### src/rtl/memarb_if.sv
// Bus bundle between the memory arbiter, its two masters and the memory.
// Handshake: a master raises req with stable wen/addr/wdata and holds it
// (level) until its one-cycle ack; ack marks completion and, for a read,
// the rdata register is already valid in the ack cycle.
interface memarb_if #(
  parameter int AW = 16,
  parameter int DW = 32
);
  logic          cpu_req;
  logic          cpu_wen;
  logic [AW-1:0] cpu_addr;
  logic [DW-1:0] cpu_wdata;
  logic [DW-1:0] cpu_rdata;
  logic          cpu_ack;
  logic          cpu_wait;
  logic          dma_req;
  logic          dma_wen;
  logic [AW-1:0] dma_addr;
  logic [DW-1:0] dma_wdata;
  logic [DW-1:0] dma_rdata;
  logic          dma_ack;
  logic          mem_cs;
  logic          mem_wen;
  logic [AW-1:0] mem_addr;
  logic [DW-1:0] mem_wdata;
  logic [DW-1:0] mem_rdata;
  logic [1:0]    owner;

  // Arbiter side.
  modport slave (
    input  cpu_req, cpu_wen, cpu_addr, cpu_wdata,
    input  dma_req, dma_wen, dma_addr, dma_wdata,
    input  mem_rdata,
    output cpu_rdata, cpu_ack, cpu_wait,
    output dma_rdata, dma_ack,
    output mem_cs, mem_wen, mem_addr, mem_wdata, owner
  );

  // Masters and memory side.
  modport master (
    output cpu_req, cpu_wen, cpu_addr, cpu_wdata,
    output dma_req, dma_wen, dma_addr, dma_wdata,
    output mem_rdata,
    input  cpu_rdata, cpu_ack, cpu_wait,
    input  dma_rdata, dma_ack,
    input  mem_cs, mem_wen, mem_addr, mem_wdata, owner
  );
endinterface

### src/rtl/memarb.sv
// Two-master arbiter for one single-port synchronous memory.
// CPU wins ties unless it has already taken STARVE consecutive grants
// while the DMA master was waiting. Each access runs IDLE -> ACC (WAIT+1
// cycles) -> ACK (one cycle) -> IDLE.
module memarb #(
  parameter int AW     = 16,
  parameter int DW     = 32,
  parameter int WAIT   = 1,
  parameter int STARVE = 4
) (
  input  logic       clk,
  input  logic       reset,
  memarb_if.slave    bus,
  output logic [1:0] fsm_state
);

  typedef enum logic [1:0] {
    IDLE = 2'd0,
    ACC  = 2'd1,
    ACK  = 2'd2
  } state_t;

  localparam logic [3:0] WAIT_C   = 4'(WAIT);
  localparam logic [3:0] STARVE_C = 4'(STARVE);
  localparam logic [1:0] OWN_NONE = 2'd0;
  localparam logic [1:0] OWN_CPU  = 2'd1;
  localparam logic [1:0] OWN_DMA  = 2'd2;

  state_t        state;
  logic [3:0]    cnt;
  logic [3:0]    streak;
  logic          mem_cs_q;
  logic          mem_wen_q;
  logic [AW-1:0] mem_addr_q;
  logic [DW-1:0] mem_wdata_q;
  logic [DW-1:0] cpu_rdata_q;
  logic [DW-1:0] dma_rdata_q;
  logic          cpu_ack_q;
  logic          dma_ack_q;
  logic [1:0]    owner_q;
  logic          grant_dma;

  // DMA wins when it is alone, or when the CPU streak has hit the limit.
  always_comb begin
    grant_dma = bus.dma_req & (~bus.cpu_req | (streak == STARVE_C));
  end

  // Arbitration FSM with all outputs registered.
  always_ff @(posedge clk or negedge reset) begin
    if (!reset) begin
      state       <= IDLE;
      cnt         <= 4'd0;
      streak      <= 4'd0;
      mem_cs_q    <= 1'b0;
      mem_wen_q   <= 1'b0;
      mem_addr_q  <= '0;
      mem_wdata_q <= '0;
      cpu_rdata_q <= '0;
      dma_rdata_q <= '0;
      cpu_ack_q   <= 1'b0;
      dma_ack_q   <= 1'b0;
      owner_q     <= OWN_NONE;
    end else begin
      unique case (state)
        IDLE: begin
          cpu_ack_q <= 1'b0;
          dma_ack_q <= 1'b0;
          owner_q   <= OWN_NONE;
          if (grant_dma) begin
            state       <= ACC;
            mem_cs_q    <= 1'b1;
            mem_wen_q   <= bus.dma_wen;
            mem_addr_q  <= bus.dma_addr;
            mem_wdata_q <= bus.dma_wdata;
            owner_q     <= OWN_DMA;
            cnt         <= WAIT_C;
            streak      <= 4'd0;
          end else if (bus.cpu_req) begin
            state       <= ACC;
            mem_cs_q    <= 1'b1;
            mem_wen_q   <= bus.cpu_wen;
            mem_addr_q  <= bus.cpu_addr;
            mem_wdata_q <= bus.cpu_wdata;
            owner_q     <= OWN_CPU;
            cnt         <= WAIT_C;
            // Streak only grows while DMA is actually being held off.
            if (bus.dma_req) begin
              streak <= (streak == STARVE_C) ? streak : streak + 4'd1;
            end else begin
              streak <= 4'd0;
            end
          end
        end
        ACC: begin
          if (cnt != 4'd0) begin
            cnt <= cnt - 4'd1;
          end else begin
            // Last wait cycle: memory read data is valid now.
            if (!mem_wen_q) begin
              if (owner_q == OWN_DMA) dma_rdata_q <= bus.mem_rdata;
              else                    cpu_rdata_q <= bus.mem_rdata;
            end
            state     <= ACK;
            mem_cs_q  <= 1'b0;
            mem_wen_q <= 1'b0;
            cpu_ack_q <= (owner_q == OWN_CPU);
            dma_ack_q <= (owner_q == OWN_DMA);
          end
        end
        ACK: begin
          // Requests are ignored here; a held req is re-seen in IDLE.
          state     <= IDLE;
          cpu_ack_q <= 1'b0;
          dma_ack_q <= 1'b0;
          owner_q   <= OWN_NONE;
        end
        default: begin
          state <= IDLE;
        end
      endcase
    end
  end

  assign bus.mem_cs    = mem_cs_q;
  assign bus.mem_wen   = mem_wen_q;
  assign bus.mem_addr  = mem_addr_q;
  assign bus.mem_wdata = mem_wdata_q;
  assign bus.cpu_rdata = cpu_rdata_q;
  assign bus.dma_rdata = dma_rdata_q;
  assign bus.cpu_ack   = cpu_ack_q;
  assign bus.dma_ack   = dma_ack_q;
  assign bus.owner     = owner_q;
  assign bus.cpu_wait  = bus.cpu_req & ~cpu_ack_q;
  assign fsm_state     = state;

endmodule

### src/flat_wrapper.sv
// flat-port wrapper written by rule: the top's interface ports become plain ports
module memarb_flat 
#(
  parameter int AW     = 16,
  parameter int DW     = 32,
  parameter int WAIT   = 1,
  parameter int STARVE = 4
)
  (clk, reset, fsm_state, bus_cpu_req, bus_cpu_wen, bus_cpu_addr, bus_cpu_wdata, bus_dma_req, bus_dma_wen, bus_dma_addr, bus_dma_wdata, bus_mem_rdata, bus_cpu_rdata, bus_cpu_ack, bus_cpu_wait, bus_dma_rdata, bus_dma_ack, bus_mem_cs, bus_mem_wen, bus_mem_addr, bus_mem_wdata, bus_owner);
  memarb_if #(.AW(AW), .DW(DW)) bus_i ();
  input  logic clk;
  input  logic reset;
  output logic [1:0] fsm_state;
  input wire logic [$bits(bus_i.cpu_req)-1:0] bus_cpu_req;
  input wire logic [$bits(bus_i.cpu_wen)-1:0] bus_cpu_wen;
  input wire logic [$bits(bus_i.cpu_addr)-1:0] bus_cpu_addr;
  input wire logic [$bits(bus_i.cpu_wdata)-1:0] bus_cpu_wdata;
  input wire logic [$bits(bus_i.dma_req)-1:0] bus_dma_req;
  input wire logic [$bits(bus_i.dma_wen)-1:0] bus_dma_wen;
  input wire logic [$bits(bus_i.dma_addr)-1:0] bus_dma_addr;
  input wire logic [$bits(bus_i.dma_wdata)-1:0] bus_dma_wdata;
  input wire logic [$bits(bus_i.mem_rdata)-1:0] bus_mem_rdata;
  output wire logic [$bits(bus_i.cpu_rdata)-1:0] bus_cpu_rdata;
  output wire logic [$bits(bus_i.cpu_ack)-1:0] bus_cpu_ack;
  output wire logic [$bits(bus_i.cpu_wait)-1:0] bus_cpu_wait;
  output wire logic [$bits(bus_i.dma_rdata)-1:0] bus_dma_rdata;
  output wire logic [$bits(bus_i.dma_ack)-1:0] bus_dma_ack;
  output wire logic [$bits(bus_i.mem_cs)-1:0] bus_mem_cs;
  output wire logic [$bits(bus_i.mem_wen)-1:0] bus_mem_wen;
  output wire logic [$bits(bus_i.mem_addr)-1:0] bus_mem_addr;
  output wire logic [$bits(bus_i.mem_wdata)-1:0] bus_mem_wdata;
  output wire logic [$bits(bus_i.owner)-1:0] bus_owner;
  assign bus_i.cpu_req = bus_cpu_req;
  assign bus_i.cpu_wen = bus_cpu_wen;
  assign bus_i.cpu_addr = bus_cpu_addr;
  assign bus_i.cpu_wdata = bus_cpu_wdata;
  assign bus_i.dma_req = bus_dma_req;
  assign bus_i.dma_wen = bus_dma_wen;
  assign bus_i.dma_addr = bus_dma_addr;
  assign bus_i.dma_wdata = bus_dma_wdata;
  assign bus_i.mem_rdata = bus_mem_rdata;
  assign bus_cpu_rdata = bus_i.cpu_rdata;
  assign bus_cpu_ack = bus_i.cpu_ack;
  assign bus_cpu_wait = bus_i.cpu_wait;
  assign bus_dma_rdata = bus_i.dma_rdata;
  assign bus_dma_ack = bus_i.dma_ack;
  assign bus_mem_cs = bus_i.mem_cs;
  assign bus_mem_wen = bus_i.mem_wen;
  assign bus_mem_addr = bus_i.mem_addr;
  assign bus_mem_wdata = bus_i.mem_wdata;
  assign bus_owner = bus_i.owner;
  memarb #(.AW(AW), .DW(DW), .WAIT(WAIT), .STARVE(STARVE)) u_core (.clk(clk), .reset(reset), .bus(bus_i), .fsm_state(fsm_state));
endmodule
### config.mk
export PLATFORM = sky130hd
export DESIGN_NAME = memarb_flat
export DESIGN_NICKNAME = d
export VERILOG_FILES = /design/src/rtl/memarb_if.sv /design/src/rtl/memarb.sv /design/src/flat_wrapper.sv
export SDC_FILE = /design/constraint.sdc
export NUM_CORES = 1
export LEC_CHECK = 0
export BUFFER_PORTS_ARGS = -buffer_cell sky130_fd_sc_hd__buf_4
export CAP_MARGIN = 20
export CORE_UTILIZATION = 40
export CTS_BUF_LIST = sky130_fd_sc_hd__clkbuf_4 sky130_fd_sc_hd__clkbuf_8
export DETAILED_ROUTE_END_ITERATION = 10
export PLACE_DENSITY = 0.75
export SYNTH_ARGS = -nofsm -noshare
export SYNTH_HDL_FRONTEND = slang
export SYNTH_SLANG_ARGS = --single-unit
### constraint.sdc
create_clock -name clk -period 3.8 [get_ports clk]
set_input_delay 1.14 -clock clk [delete_from_list [all_inputs] [get_ports clk]]
set_output_delay 1.14 -clock clk [all_outputs]
set_load 0.005 [all_outputs]
---- After elaboration in Yosys (flattened, before gate mapping) ----
Index checks and enable logic that the tools add are counted.
storage, ports and cells
  register bits after elaboration ......... 128
  logic and storage cells ................. 76
  output and inout port bits .............. 121
cells by class
  equal/unequal tests ..................... 9
  bitwise operators ....................... 8
  multiplexer cells ....................... 30
  reduce and logical (&&, ||, !) cells .... 15
  $add $sub $neg .......................... 2
operators with widths
  operator             number
  $mux 32              2
  $mux 16              2
  $mux 4               7
  $reduce_and 3->1     3
  $mux 1               8
  $mux 2               4
  $pmux 1 s2           4
  $pmux 2 s2           2
  $pmux 4 s2           1
  $reduce_and 4->1     2
  $reduce_bool 2->1    4
  $ne 3x2->1 const B   2
  $reduce_and 2->1     3
  $not 1->1            5
  $add 4x1->4 const B  1
  $eq 2x1->1 const B   2
  $eq 2x2->1 const B   2
  $eq 4x3->1 const B   1
  $reduce_bool 4->1    1
  $sub 4x1->4 const B  1
  $and 1x1->1          2
  $logic_not 2->1      1
  $ne 2x1->1 const B   1
  $ne 2x2->1 const B   1
  other kinds (2)      2

---- Logic depth before layout (Yosys ltp) ----
  depth after elaboration ................. 5
  gate-level depth with buffers ........... 8
  mapped depth without buffers ............ 5

---- Worst setup path after synthesis ----
No wires, ideal clock.
  path kind ............................... input to output
  start ................................... in bus_cpu_req
  end ..................................... out bus_cpu_wait
  arrival ................................. 1.462 ns
  stages on the path ...................... 3
  setup slack ............................. 1.198 ns
  cell sequence ........................... buf_2 -> inv_1 -> nor2_1
on the way
  cells in the longest elaborated chain, start to end .. 1
ends and longest elaborated chain
  element             RTL line            text
  start: declaration  flat_wrapper.sv:14  input wire logic [$bits(bus_i.cpu_req)-1:0] bus_cpu_req;
  $and 1x1->1         memarb.sv:133       assign bus.cpu_wait = bus.cpu_req & ~cpu_ack_q;
  end: declaration    flat_wrapper.sv:25  output wire logic [$bits(bus_i.cpu_wait)-1:0] bus_cpu_wait;
No other way between the ends.

---- Worst setup path after layout ----
Ends and elaborated chain as after synthesis.

==> qor.yml <==
die-area_sq_um: 15200
start_util: 0.407
clkTransAtPathRegs_ns: 0.07
area_growth_pct: 41.7
start_kind: "input port"
synth_most_common_cell: "dfrtp_1"
critPathMaxStageDelay_ns: 0.17
grt_max_degree: 62
peakVddDrop_mv: 0.268
die_x_microns: 123
clock_path_buffers: 2
insertion_delay_ns: 0.44
syn_avg_cell_area_sq_um: 11.7
place.gp.congestion: 0.816
worst-setup-path-type: "in2out"
power.density_nw_per_um2: 770
grt_first_pass_wirelength_microns: 25600
seq_area_frac_synth: 0.543
clock_skew_ns: 0.0144
core_sq_um: 14500
cts_num_sinks: 128
synth_top_flop_cell: "dfrtp_1"
first_pass_iters: 5
yosysWarnings: 0
rsz0062_at_grt: "no"
antenna_found_initial: 1
fin_tns_setup_ns: 0
ys_types: 39
cp_slowest_cell: "inv_1"
grtUsageTotal: 0.218
period_share: 0.733
ys_top_cells_by_area: "dfrtp_1, mux2_4, mux2_2, o211ai_1, nand4_1"
tightest_slew_ns: 0.993
hold_buffers: 0
grt_pass1_vias: 5021
crit_path_end_kind: "primary output"
post_cts_buffers: 0
final_antenna_net_count: 0
crit_required_ns: 2.66
synth_cells: 504
cp_max_fo: 3
leakage_nw: 3.94
post_drt_wl_per_cell_microns: 18.0
dieHeight_microns: 123
synth_area_sq_um: 5900
synth_common_cells: "dfrtp_1, o21ai_0, nand3_1"
crit_path_cell_trace: "buf_4, inv_1, nor2_1, buf_4"
max_freq_ghz: 0.359
rows: 44
postRouteWirelength_microns: 16800
period_needed_ns: 2.79
max-cap-violations: 0
ctsResizeCount: 0
status: "complete, no violations"
htreeDepth: 4
pin_count: 255
drive_gt1_frac: 0.493
num_vias: 5247
synth_top_cell_by_area: "dfrtp_1"
synth_edf_count: 0
nets: 875
timing.critical_path.mode_cell: "buf_4"
syn-num-nets: 642
maxSlewHeadroom: 0.338
overflow: 0
clock-root-buffer: "clkbuf_8"
setup_violations: 0
cp.arrival_ns: 1.65
drtIter0Drc: 338
hold_viol: 0
cts_tree: "done"
hp-class: "reg2reg"
slew_viol_final: 0
async_flop_share: 1.00
timing.hold.ws_ns: 0.508
drc: 0
yosys_register_bits: 128
hpwl_microns: 11400
cts_buffers: 17
synth_top_area_frac: 0.543
routed_via_density: 5.62
port_buffers: 254
flip-flops by register name, summed over array words and instances, names as in the netlist:
| register | flops |
|---|---|
| u_core.bus.cpu_ack | 1 |
| u_core.bus.mem_addr | 16 |
| u_core.fsm_state | 2 |
| u_core.bus.mem_cs | 1 |
| u_core.bus.cpu_rdata | 32 |
| u_core.bus.mem_wdata | 32 |
| u_core.cnt | 4 |
| u_core.bus.mem_wen | 1 |
| u_core.bus.owner | 2 |
| u_core.bus.dma_ack | 1 |
| u_core.streak | 4 |
| u_core.bus.dma_rdata | 32 |
area by class of cell:
type	instances	area, sq um
flip-flops and latches	128	3200
diodes	1	2.50
fillers	1205	6120
clock inverters	10	159
multi-input cells	318	2450
repair buffers	266	2010
well taps	184	230
clock buffers	21	277
inverters	6	22.5
worst max-delay path, delay by kind of cell:
kind	cells	cell delay, ns
buffers and inverters	3	0.43
and+or+nand+nor	1	0.08
final timing paths:
path                                    start                       end  slack, ns  cells past startpoint
worst max-delay path              bus_cpu_req              bus_cpu_wait       1.01                      4
worst min-delay path            u_core.cnt[3]             u_core.cnt[3]       0.51                      1
worst max register to register  u_core.cnt[0]  u_core.bus.cpu_rdata[24]       1.31                      6
worst min register to register  u_core.cnt[3]             u_core.cnt[3]       0.51                      1
max in group asynchronous               reset  u_core.bus.dma_rdata[19]       2.42                      2
min in group asynchronous               reset   u_core.bus.cpu_rdata[6]       0.67                      1
metal layers:
metal	GRT usage	share of wire
met1	0.268	0.39
met3	0.0738	0.11
met5	0	0
met4	0.0806	0.0096
met2	0.354	0.49
cells in the final DEF (no fill, tap or decap), types with 2 or more instances in the layout:
master	instances
o211ai_1	49
a22o_1	2
mux2i_1	4
clkinvlp_4	2
nand2b_1	2
bufinv_16	4
nand4b_1	2
ha_1	4
mux2_4	30
dfrtp_1	128
mux2_2	36
clkbuf_8	19
a32o_1	2
clkinv_2	3
nand2_1	5
nand4_1	48
o21ai_0	53
nor3_1	2
nor2b_1	3
buf_4	265
inv_1	6
nand3_1	52
clkbuf_4	2
nor2_1	5
report_power, final:
group / internal [W] / switching [W]
registers: 0.00200 / 0.000397
clock network: 0.000759 / 0.000528
logic: 0.00158 / 0.00118
total: 0.00433 / 0.00210
through the flow:
| stage | cells | total power (W) | utilization | instance area [sq um] | worst slack (ns) |
|---|---|---|---|---|---|
| after detailed placement | 902 | 0.00518 | 0.547 | 7920 | 0.978 |
| after global placement | 902 | 0.00507 | 0.547 | 7920 | 0.998 |
| after CTS | 933 | 0.00649 | 0.577 | 8350 | 0.995 |
| after floorplan | 504 | 0.00378 | - | 5900 | 1.20 |
| final | 934 | 0.00644 | 0.577 | 8360 | 1.01 |
| after global routing | 933 | 0.00688 | 0.577 | 8350 | 0.995 |
kinds of logic after synthesis:
| kind of cell | count (synthesis) | synth area share |
|---|---|---|
| adders and majority gates | 4 | 0.00848 |
| muxes | 70 | 0.152 |
| buffers and inverters | 58 | 0.0448 |
| DFF | 128 | 0.543 |
| xor gates and xnor gates | 1 | 0.00148 |
| and+or+nand+nor | 129 | 0.128 |
| AOI/OAI and AO/OA | 114 | 0.123 |
Note: power is estimated with default switching activity, not from simulation.
